## src/rtl/seg_pkg.sv

```systemverilog
// Shared constants, state encoding and code-legality helper for the 7-seg scan controller.
package seg_pkg;

  localparam logic [3:0] CODE_BLANK = 4'd0;
  localparam logic [3:0] CODE_MIN   = 4'd3;
  localparam logic [3:0] CODE_MAX   = 4'd12;

  typedef enum logic {
    ST_BLANK,
    ST_SHOW
  } seg_state_e;

  // Code 0 is the intentional blank; every other code outside 3..12 is an error.
  function automatic logic code_is_err(input logic [3:0] code);
    return (code != CODE_BLANK) && ((code < CODE_MIN) || (code > CODE_MAX));
  endfunction

endpackage

```

## src/rtl/seg_slot_timer.sv

```systemverilog
// Slot timebase: cycle counter within a slot, digit index, and slot/frame strobes.
module seg_slot_timer
  import seg_pkg::*;
#(
  parameter int unsigned N_DIGITS  = 4,
  parameter int unsigned SLOT_CYC  = 100000,
  parameter int unsigned BLANK_CYC = 16,
  localparam int unsigned IdxW     = $clog2(N_DIGITS),
  localparam int unsigned CntW     = $clog2(SLOT_CYC)
) (
  input  logic            clk,
  input  logic            rst_n,
  output logic [IdxW-1:0] idx_o,
  output logic            show_start_o,
  output logic            slot_end_o,
  output logic            frame_end_o
);

  localparam logic [CntW-1:0] CntLast      = CntW'(SLOT_CYC - 1);
  localparam logic [CntW-1:0] CntBlankLast = CntW'(BLANK_CYC - 1);
  localparam logic [IdxW-1:0] IdxLast      = IdxW'(N_DIGITS - 1);

  logic [CntW-1:0] cnt_q, cnt_d;
  logic [IdxW-1:0] idx_q, idx_d;
  logic            slot_end;

  always_comb begin
    slot_end = (cnt_q == CntLast);
    cnt_d    = slot_end ? '0 : cnt_q + 1'b1;
    idx_d    = idx_q;
    if (slot_end) begin
      idx_d = (idx_q == IdxLast) ? '0 : idx_q + 1'b1;
    end
  end

  always_ff @(posedge clk or negedge rst_n) begin
    if (!rst_n) begin
      cnt_q <= '0;
      idx_q <= '0;
    end else begin
      cnt_q <= cnt_d;
      idx_q <= idx_d;
    end
  end

  assign idx_o        = idx_q;
  assign slot_end_o   = slot_end;
  // Last blank cycle of the slot: the FSM enters SHOW on the following edge.
  assign show_start_o = (cnt_q == CntBlankLast);
  assign frame_end_o  = slot_end && (idx_q == IdxLast);

endmodule

```

## src/rtl/seg_scan_controller.sv

```systemverilog
// Multiplexed common-anode 7-seg scanner: blank/show FSM, tear-free double-buffered display
// word with ready/valid write port, registered anode and decoder-code outputs.
module seg_scan_controller
  import seg_pkg::*;
#(
  parameter int unsigned N_DIGITS  = 4,
  parameter int unsigned SLOT_CYC  = 100000,
  parameter int unsigned BLANK_CYC = 16
) (
  input  logic                  clk,
  input  logic                  rst_n,
  input  logic                  wr_valid,
  input  logic [4*N_DIGITS-1:0] wr_data,
  output logic                  wr_ready,
  input  logic                  blank_all,
  output logic [3:0]            code_out,
  output logic [N_DIGITS-1:0]   an,
  output logic                  frame_done,
  output logic                  code_err
);

  localparam int unsigned IdxW = $clog2(N_DIGITS);

  logic [IdxW-1:0] idx;
  logic            show_start, slot_end, frame_end;

  seg_slot_timer #(
    .N_DIGITS (N_DIGITS),
    .SLOT_CYC (SLOT_CYC),
    .BLANK_CYC(BLANK_CYC)
  ) u_timer (
    .clk         (clk),
    .rst_n       (rst_n),
    .idx_o       (idx),
    .show_start_o(show_start),
    .slot_end_o  (slot_end),
    .frame_end_o (frame_end)
  );

  seg_state_e state_q, state_d;

  logic [4*N_DIGITS-1:0] pend_q, pend_d;
  logic [4*N_DIGITS-1:0] shadow_q, shadow_d;
  logic                  ready_q, ready_d;
  logic                  err_q, err_d;
  logic [N_DIGITS-1:0]   an_q, an_d;
  logic [3:0]            code_q, code_d;
  logic                  fd_q, fd_d;
  logic                  wr_accept;
  logic [3:0]            digit_code;

  always_comb begin
    state_d = state_q;
    unique case (state_q)
      ST_BLANK: if (show_start) state_d = ST_SHOW;
      ST_SHOW:  if (slot_end)   state_d = ST_BLANK;
      default:                  state_d = ST_BLANK;
    endcase
  end

  // ready_q doubles as "pending empty", so a write and a commit never coincide.
  always_comb begin
    wr_accept = wr_valid && ready_q;
    pend_d    = pend_q;
    shadow_d  = shadow_q;
    ready_d   = ready_q;
    err_d     = err_q;
    if (wr_accept) begin
      pend_d  = wr_data;
      ready_d = 1'b0;
      for (int k = 0; k < N_DIGITS; k++) begin
        if (code_is_err(wr_data[4*k +: 4])) err_d = 1'b1;
      end
    end
    if (frame_end && !ready_q) begin
      shadow_d = pend_q;
      ready_d  = 1'b1;
    end
  end

  always_comb begin
    digit_code = shadow_q[{idx, 2'b00} +: 4];
    an_d       = '1;
    code_d     = CODE_BLANK;
    if (state_q == ST_SHOW) begin
      code_d = digit_code;
      if (!blank_all) an_d[idx] = 1'b0;
    end
    fd_d = frame_end;
  end

  always_ff @(posedge clk or negedge rst_n) begin
    if (!rst_n) begin
      state_q  <= ST_BLANK;
      pend_q   <= '0;
      shadow_q <= '0;
      ready_q  <= 1'b1;
      err_q    <= 1'b0;
      an_q     <= '1;
      code_q   <= CODE_BLANK;
      fd_q     <= 1'b0;
    end else begin
      state_q  <= state_d;
      pend_q   <= pend_d;
      shadow_q <= shadow_d;
      ready_q  <= ready_d;
      err_q    <= err_d;
      an_q     <= an_d;
      code_q   <= code_d;
      fd_q     <= fd_d;
    end
  end

  assign wr_ready   = ready_q;
  assign code_err   = err_q;
  assign an         = an_q;
  assign code_out   = code_q;
  assign frame_done = fd_q;

endmodule

```

## config.mk

```make
export PLATFORM = sky130hd
export DESIGN_NAME = seg_scan_controller
export DESIGN_NICKNAME = d
export VERILOG_FILES = /design/src/rtl/seg_pkg.sv /design/src/rtl/seg_slot_timer.sv /design/src/rtl/seg_scan_controller.sv
export SDC_FILE = /design/constraint.sdc
export NUM_CORES = 1
export LEC_CHECK = 0
export CAP_MARGIN = 0
export CORE_MARGIN = 10
export CORE_UTILIZATION = 50
export CTS_CLUSTER_DIAMETER = 40
export DETAILED_ROUTE_END_ITERATION = 7
export GPL_ROUTABILITY_DRIVEN = 0
export GPL_TIMING_DRIVEN = 0
export PLACE_DENSITY_LB_ADDON = 0.3
export SETUP_SLACK_MARGIN = 0.05
export SLEW_MARGIN = 10
export SYNTH_ARGS = -nofsm -noshare
export SYNTH_HDL_FRONTEND = slang
export SYNTH_SLANG_ARGS = --single-unit
```

## constraint.sdc

```tcl
create_clock -name clk -period 1.68 [get_ports clk]
set_input_delay 0.252 -clock clk [delete_from_list [all_inputs] [get_ports clk]]
set_output_delay 0.252 -clock clk [all_outputs]
set_load 0.02 [all_outputs]
```

==> impl_results.md <==
- Critical Path RT: 1900 ps
- Synth Warn #: 0
- Critical Path End: u_timer.idx_o[0]
- Unrepaired setup endpoints after global routing: true
- Avg Cell Area, Syn: 13.3 µm²
- Setup Skew: 8.46 ps
- Post-synthesis compound-gate area fraction: 3.87%
- Die Y: 94.6 µm
- Row count: 27
- I/O Buffers: 30
- Congestion Overflow GR: 0
- Drt pass-1 iters: 4
- Final Hold Viols: 11
- Post-DP HPWL: 3.47 mm
- Leakage: 1.67 nW
- R2R cell count: 4
- CTS tree: done
- Post-Layout Cell Count: 344
- Clk_lat worst skew: 340 ps
- Top delay family on crit path: simple AND/OR/NAND/NOR gates
- Final WS setup: -45.8 ps
- I/O pins: 31
- Core box area: 5440 µm²
- RR Endpoint: u_timer.idx_o[0]
- Die width: 94.6 µm
- Core Util, Final: 66.6%
- Most frequent cells in the layout: dfrtp_1 (50), mux2_2 (24), clkdlybuf4s50_1 (24)
- Crit-path max cell delay: 410 ps
- Via count: 1796
- Post-Synth XOR/XNOR Area: 4.09%
- Deepest clock path buffer count: 2
- Initial core utilization: 51.2%
- Post-layout net count: 292
- Pwr Density: 865 nW/µm²
- Synth Flop Type: dfrtp_1
- Most common cell after layout, fill and taps aside: dfrtp_1
- Area delta synth->final: 30.2%
- Post-placement setup slack: -238 ps
- Max-cap viol count: 0
- Synth Instances: 209
- Cell Count Post-Placement: 311
- Netlist cell types: 35
- Die area: 8950 µm²
- WL final: 5.40 mm
- Slew Limit Fails: 0
- Crit path launch: u_timer.cnt_q[11]
- Violated checks: negative hold slack, negative setup slack
- Vias per std cell: 5.22
- Post-synth net total: 234
- Async set-reset flop share out of synthesis: 100%
- Pin count of the biggest net entering global routing: 64
- Synth Area in Adders: 2.25%
- Root Buffer Master: clkbuf_8
- Largest family of logic cells by synthesized area: multiplexers
- Post-Syn Area: 2780 µm²
- Max Fclk: 0.579 GHz
- Crit path launch type: flip-flop
- Layout cells sized above 1: 39.0%
- Seq/Total Area, Yosys: 56.9%
- Crit path depth: 4
- N_diodes: 0
- Crit path DAT: 1950 ps
- Register-to-Register Setup Slack: -50 ps
- Vias in the first global route: 1918
- Finish-stage setup viols: 15
- Max VDD drop: 0.000538 V
- GRT Util Overall: 12.7%
- Multiplexer share of the synthesized area: 17.8%
- Slew of the pin with the lowest slew margin: 767 ps
- Seq cells post-synth: 63
- Fin Hold WS: -12.0 ps
- Synth Area in Simple Gates: 13.5%
- Clock Sinks: 63
- Slew margin rel.: 48.8%
- Overall Power: 0.00314 W
- CTS H-tree lvls: 3
- Worst reg2reg path startpoint: u_timer.cnt_q[11]
- Post-synth EDFFs: 0
- Hold Crit Class: in -> async
- Wire per inst: 15.7 µm
- Post-route ant nets: 0
- # DRC: 0
- First-pass GRT wire length: 8.94 mm
- Drt first-iter violations: 139
- CP Class: reg -> reg
- Hold_buf cts: 0
- Initial antenna violation count: 0
- Post-route minimum period: 1730 ps
- Cells along the critical path: nor4_4, nand2_1, nor3_2, mux2_2
- Slowest cell on the critical path: dfrtp_1
- Crit end category: flip-flop
- Share of the clock period used by the worst path: 103%
- Clock-pin slew on the worst setup and hold paths: 70 ps
- CP Max Fanout: 4
- Status: complete, but fails checks
- Critical path buffers and inverters: 0
- Clock buffer count from CTS: 9
[power breakdown]
part / switching [W] / total [W] / internal, W
logic: 0.0000693 / 0.000157 / 0.0000880
clock network: 0.000553 / 0.00138 / 0.000832
registers: 0.0000277 / 0.00160 / 0.00157
[Yosys cell counts (6+ instances only)]
library cell,n,area share [%]
mux2_2,24,9.7
mux2_4,9,4.9
nor2_1,13,1.8
inv_1,6,0.81
xor2_1,7,2.2
dfrtp_1,58,52
xnor2_1,6,1.9
and2_1,6,1.3
nand2_1,11,1.5
nand3_1,10,1.8
[per-stage QoR]
| step | TNS [ps] | area [µm²] |
|---|---|---|
| floorplan | 0 | 2800 |
| global placement | -104190 | 3190 |
| detailed placement | -5270 | 3190 |
| CTS | -3.02 | 3570 |
| global route | -1120 | 3620 |
| finish | -391 | 3620 |
[cells by family after synthesis]
logic type | count (synthesis)
adders and majority gates | 5
and+or+nand+nor | 65
xor gates and xnor gates | 13
AOI/OAI and AO/OA | 16
DFF | 63
buffers and inverters | 10
muxes | 37
[per-layer routing]
layer / GRT usage (%) / vias to the layer above / wire length (µm)
li1: - / 868 / -
met1: 15.9 / 869 / 2490
met2: 19.3 / 47 / 2510
met3: 4.04 / 12 / 273
met4: 6.98 / 0 / 124
met5: 0 / - / 0
[area by class of cell]
cell class                 instances  area (µm²)
fill                             405        1810
sequential                        63        1590
multi-input combinational        136        1260
timing repair buffer              47         419
clock buffer                      12         135
tap                               72        90.1
clock inverter                     4        70.1
buffer                             4        38.8
inverter                           6        22.5
[timing repair]
action | CTS | global route
resized for setup | 20 | 18
pin swaps | 6 | 4
setup buffers | 16 | 1
endpoints found under the setup margin | 35 | 45
hold endpoints to repair | 0 | 0
[worst min-delay path by stage]
stage               slack (ps)      from  cells after the start           endpoint
floorplan                  -40     rst_n                      0           code_err
global placement           450  code_err                      1           code_err
detailed placement         380     rst_n                      1   u_timer.cnt_q[2]
CTS                         20     rst_n                      1        shadow_q[9]
global route                50     rst_n                      1  u_timer.cnt_q[15]
finish                     -10     rst_n                      1   u_timer.cnt_q[2]
[flip-flops by register name, summed over array words and instances, names as in the netlist]
| register | flops |
|---|---|
| shadow_q | 16 |
| state_q | 1 |
| u_timer.idx_o | 2 |
| u_timer.cnt_q | 17 |
| code_err | 1 |
| an | 4 |
| pend_q | 16 |
| wr_ready | 1 |
| frame_done | 1 |
| code_out | 4 |
No activity file was read; power rests on OpenSTA's default activity.
==> RTL edit 1, RTL diff (same settings) <==
`SLOT_CYC` is set to 100000 in 2 places; all go to 400000.
--- a/src/rtl/seg_slot_timer.sv
+++ b/src/rtl/seg_slot_timer.sv
@@ -3,7 +3,7 @@
   import seg_pkg::*;
 #(
   parameter int unsigned N_DIGITS  = 4,
-  parameter int unsigned SLOT_CYC  = 100000,
+  parameter int unsigned SLOT_CYC  = 400000,
   parameter int unsigned BLANK_CYC = 16,
   localparam int unsigned IdxW     = $clog2(N_DIGITS),
   localparam int unsigned CntW     = $clog2(SLOT_CYC)
--- a/src/rtl/seg_scan_controller.sv
+++ b/src/rtl/seg_scan_controller.sv
@@ -4,7 +4,7 @@
   import seg_pkg::*;
 #(
   parameter int unsigned N_DIGITS  = 4,
-  parameter int unsigned SLOT_CYC  = 100000,
+  parameter int unsigned SLOT_CYC  = 400000,
   parameter int unsigned BLANK_CYC = 16
 ) (
   input  logic                  clk,
Check against the original RTL: same outputs for any inputs over 10 cycles, from zero or initial values and one cycle with rst_n low; that may be too few to reach the edited logic, so the function may still have changed.
==> RTL edit 1 against the unedited design <==
- the flow finishes with violations (negative setup slack)
- design area rose by 3.6%
- routed wire length increased by 12%
- area after synthesis grew 3.8%
- worst setup slack got worse by 97 ps
- sequential cell count is 2 higher
- total power increased by 3.7%
- cell count up 2.3%
- critical path type unchanged
- largest power group is now the clock network
- highest routed layer unchanged
==> RTL edit 1: results (changes against the unedited design) <==
stage;metric;value;unit;change
critical_path;crit_path_max_incr_delay;360;ps;was 410 ps
global_route;grt_first_pass_wirelength;9687;microns;was 8942 microns
synth;synth_fp_nets;243;;was 234
cts;clk_latency;340;ps;about the same
layout;nets;300;;was 292
global_route;grt_max_degree;66;;was 64
power;peakVddDrop;0.7302;mV;was 0.5378 mV
critical_path;crit_fanout;5;;was 4
global_route;grt_use_total;0.1374;;was 0.1274
detailed_routing;drt_iter0_drc;64;;was 139
timing;tightest_slew;811.4;ps;was 767.3 ps
synth;ys_types;42;;was 35
detailed_routing;wl;6074;microns;was 5404 microns
status;violations;negative setup slack;;was negative hold slack, negative setup slack
synth;yosysSeqAreaShare;0.5652;;was 0.5685
layout;n_fill_cell;420;;was 405
critical_path;rr_worst_depth;7;;was 4
layout;drive_gt1_frac;0.3464;;was 0.3897
layout;reg_top3;u_timer.cnt_q: 19 flops, pend_q: 16 flops, shadow_q: 16 flops;;was u_timer.cnt_q: 17 flops, pend_q: 16 flops, shadow_q: 16 flops
detailed_routing;detail_route.vias_per_cell;5.452;;was 5.221
critical_path;reg2reg_from;u_timer.cnt_q[0];;was u_timer.cnt_q[11]
timing;fin_skew;8.804;ps;was 8.458 ps
critical_path;worstReg2RegEnd;shadow_q[7];;was u_timer.idx_o[0]
synth;yosys-top-cells-count;60 x dfrtp_1, 24 x mux2_2, 13 x nor2_1;;was 58 x dfrtp_1, 24 x mux2_2, 13 x nor2_1
layout;diodes;0;;unchanged
global_route;grt_pass1_vias;1977;;was 1,918
placement;dp_hpwl;3905;microns;was 3467 microns
synth;netlist_top_cells_area;dfrtp_1 52%, mux2_2 9.4%, mux2_4 4.7%;;was dfrtp_1 52%, mux2_2 9.7%, mux2_4 4.9%
timing;tns;-2489;ps;was -390.9 ps
status;outcome;finished with violations;;unchanged
power;p_leak;1.731;nW;was 1.667 nW
timing;finalSetupViolations;22;;was 15
critical_path;cp.arrival;2050;ps;was 1950 ps
timing;setup_slack;-143.1;ps;was -45.84 ps
RTL edit 1: through the flow:
stage,utilization,hold slack (ps),instances,cell area [sq um],worst slack (ps)
after global routing,0.6780,60.08,352,3756,-215.1
after global placement,0.5926,454.7,320,3283,-1709
after detailed placement,0.5921,397.4,320,3281,-530.2
after CTS,0.6617,27.43,347,3666,-303.6
final,0.6780,2.562,352,3756,-143.1
after floorplan,-,-43.59,218,2893,-288.9
RTL edit 1: worst max path at each step:
stage | from | end | slack, ps
floorplan | u_timer.cnt_q[0] | shadow_q[10] | -290
global placement | rst_n | code_out[1] | -1710
detailed placement | u_timer.cnt_q[0] | shadow_q[11] | -530
CTS | u_timer.cnt_q[0] | shadow_q[3] | -300
global route | u_timer.cnt_q[0] | shadow_q[7] | -220
finish | u_timer.cnt_q[0] | shadow_q[7] | -140
RTL edit 1: metal layers:
metal,GRT usage,share of wire,vias to the layer above
li1,-,-,885
met1,0.1671,0.43,985
met2,0.2186,0.51,39
met3,0.04514,0.049,10
met4,0.05897,0.014,0
met5,0,0,-
RTL edit 1: power by group:
part	leakage [nW]	internal (mW)	switching [mW]	total, mW
clock network	0.118	0.987	0.593	1.58
logic	0.744	0.0492	0.0560	0.105
registers	0.870	1.57	0.000213	1.57
RTL edit 1: area by class of cell:
class                           count  area [sq um]  area share
Multi-Input combinational cell    142          1280      0.3408
Tap cell                           72         90.09     0.02398
Inverter                            6         22.52    0.005996
Clock inverter                      5         103.9     0.02765
Buffer                              4         38.79     0.01033
Sequential cell                    65          1634      0.4350
Clock buffer                       11         131.4     0.03498
Timing Repair Buffer               47         455.4      0.1213
RTL edit 1: cells by family (layout without fill, tap and decap cells):
kind of cell / Yosys count / in the layout / share of synthesized area
buf+inv: 11 / 73 / 0.01862
mux: 37 / 37 / 0.1715
compound gates: 17 / 17 / 0.04071
flops: 65 / 65 / 0.5652
simple gates: 69 / 69 / 0.1399
xor+xnor: 14 / 14 / 0.04244
fa+ha+maj: 5 / 5 / 0.02165
RTL edit 1: critical path: cells and delay by family (launching register included):
family	cells	cell delay [ps]
adders and majority gates	1	190
buffers and inverters	2	320
DFF	1	360
muxes	1	290
and+or+nand+nor	3	560
RTL edit 1: timing repair:
item,CTS,global route
pin swaps,7,6
cloned,0,1
resized for setup,27,13
endpoints found under the setup margin,47,47
buffers inserted,11,5
==> RTL edit 2, RTL diff (config.mk and constraints unchanged) <==
Without the edit above. Remove the register `an_q`: a continuous assignment takes its place, so the output `an` follows one clock earlier.
--- a/src/rtl/seg_scan_controller.sv
+++ b/src/rtl/seg_scan_controller.sv
@@ -96,7 +96,6 @@
       shadow_q <= '0;
       ready_q  <= 1'b1;
       err_q    <= 1'b0;
-      an_q     <= '1;
       code_q   <= CODE_BLANK;
       fd_q     <= 1'b0;
     end else begin
@@ -105,11 +104,12 @@
       shadow_q <= shadow_d;
       ready_q  <= ready_d;
       err_q    <= err_d;
-      an_q     <= an_d;
       code_q   <= code_d;
       fd_q     <= fd_d;
     end
   end
+
+  assign an_q = an_d;
 
   assign wr_ready   = ready_q;
   assign code_err   = err_q;
Formal check against the unedited RTL: no difference found for any inputs over 10 cycles, from zero or initial values and one cycle with rst_n low; that may be too few to reach the edited logic, so the function may still have changed.
==> RTL edit 2 against the unedited design <==
- the run ends with negative setup slack left
- largest power group is now the clock network
- clock power up 20%
- worst setup slack gained 31 ps
- clock skew is 3.2 ps lower
- maximum frequency grew 1.8%
- routed wire length increased by 14%
- area after synthesis fell by 3.8%
- design area increased by 3.1%
- count of clock-buffer cells in the layout unchanged
- sequential cell count down 4
- critical path depth is 1 higher
- total power rose by 5.2%
- cell count grew 2.0%
==> RTL edit 2: results (changes against the unedited design) <==
stage;metric;value;unit;change
critical_path;crit_path_end;shadow_q[13];;was u_timer.idx_o[0]
global_route;grt_use_total;0.1437;;was 0.1274
timing;tightest_slew;720.7;ps;was 767.3 ps
critical_path;crit_path_max_incr_delay;450;ps;was 410 ps
placement;dp_hpwl;3665;microns;was 3467 microns
status;outcome;finished with violations;;unchanged
synth;synth_top_area_share;0.5418;;was 0.5213
cts;cts_resized;43;;was 20
status;violations;negative setup slack;;was negative hold slack, negative setup slack
layout;nets;301;;was 292
cts;holdBufCountCts;1;;was 0
timing;setup_slack;-14.63;ps;was -45.84 ps
layout;drive_gt1_frac;0.4626;;was 0.3897
power;peakVddDrop;0.5909;mV;was 0.5378 mV
global_route;grt_pass1_vias;1933;;was 1,918
synth;synth_fp_nets;230;;was 234
timing;tns;-126.4;ps;was -390.9 ps
global_route;grt_max_degree;60;;was 64
global_route;grt_first_pass_wirelength;9763;microns;was 8942 microns
layout;n_fill_cell;349;;was 405
critical_path;cp_slowest_cell;dfrtp_2;;was dfrtp_1
critical_path;cp.arrival;1920;ps;was 1950 ps
critical_path;reg2reg_from;u_timer.cnt_q[10];;was u_timer.cnt_q[11]
detailed_routing;wire_per_inst;17.54;microns;was 15.71 microns
synth;netlist_top_cells_area;dfrtp_1 54%, mux2_2 10%, mux2_4 5.0%;;was dfrtp_1 52%, mux2_2 9.7%, mux2_4 4.9%
hold_path;hold_path_class;reg2reg;;was in2async
detailed_routing;drt_iter0_drc;118;;was 139
power;p_leak;1.752;nW;was 1.667 nW
timing;finalSetupViolations;14;;was 15
[RTL edit 2: kinds of logic (layout without fill, tap and decap cells)]
group                    after synthesis  after routing  synth area share
XOR/XNOR                              13             13           0.04250
AO/OA/AOI/OAI                         16             16           0.04017
multiplexers                          37             37            0.1850
flip-flops                            59             59            0.5516
buffers and inverters                 10             86           0.01681
adder cells (fa/ha/maj)                5              5           0.02335
AND/OR/NAND/NOR                       65             65            0.1406
[RTL edit 2: report_power, final]
part | total [mW] | switching, mW | leakage, nW | internal (mW)
registers | 1.49 | 0.0258 | 0.757 | 1.47
clock network | 1.65 | 0.543 | 0.133 | 1.10
logic | 0.160 | 0.0694 | 0.863 | 0.0904
total | 3.30 | 0.638 | 1.75 | 2.66
[RTL edit 2: per-stage QoR]
step / area [sq um] / util / hold slack [ps] / worst slack (ps) / std cells
5_1_grt: 3737 / 0.7271 / 482.7 / -72.12 / 351
6_report: 3737 / 0.7271 / 468.0 / -14.63 / 351
4_1_cts: 3602 / 0.7008 / 471.6 / -8.208 / 344
2_1_floorplan: 2695 / - / -43.59 / 41.15 / 205
3_3_place_gp: 3083 / 0.5998 / 451.7 / -1429 / 305
3_5_place_dp: 3080 / 0.5993 / 355.5 / -363.3 / 305
[RTL edit 2: layout make-up]
cell class,count,area (sq um),area share
flip-flops and latches,59,1491,0.3991
multi-input cells,136,1303,0.3485
repair buffers,60,523.0,0.1399
clock buffers,12,165.2,0.04419
clock inverters,4,95.09,0.02544
well taps,70,87.58,0.02343
plain buffers,4,50.05,0.01339
inverters,6,22.52,0.006026
[RTL edit 2: routing by layer]
| layer | wire (microns) | global-route usage |
|---|---|---|
| met5 | 0 | 0 |
| met4 | 119 | 0.06041 |
| met3 | 320 | 0.05276 |
| met2 | 2978 | 0.2190 |
| met1 | 2738 | 0.1799 |
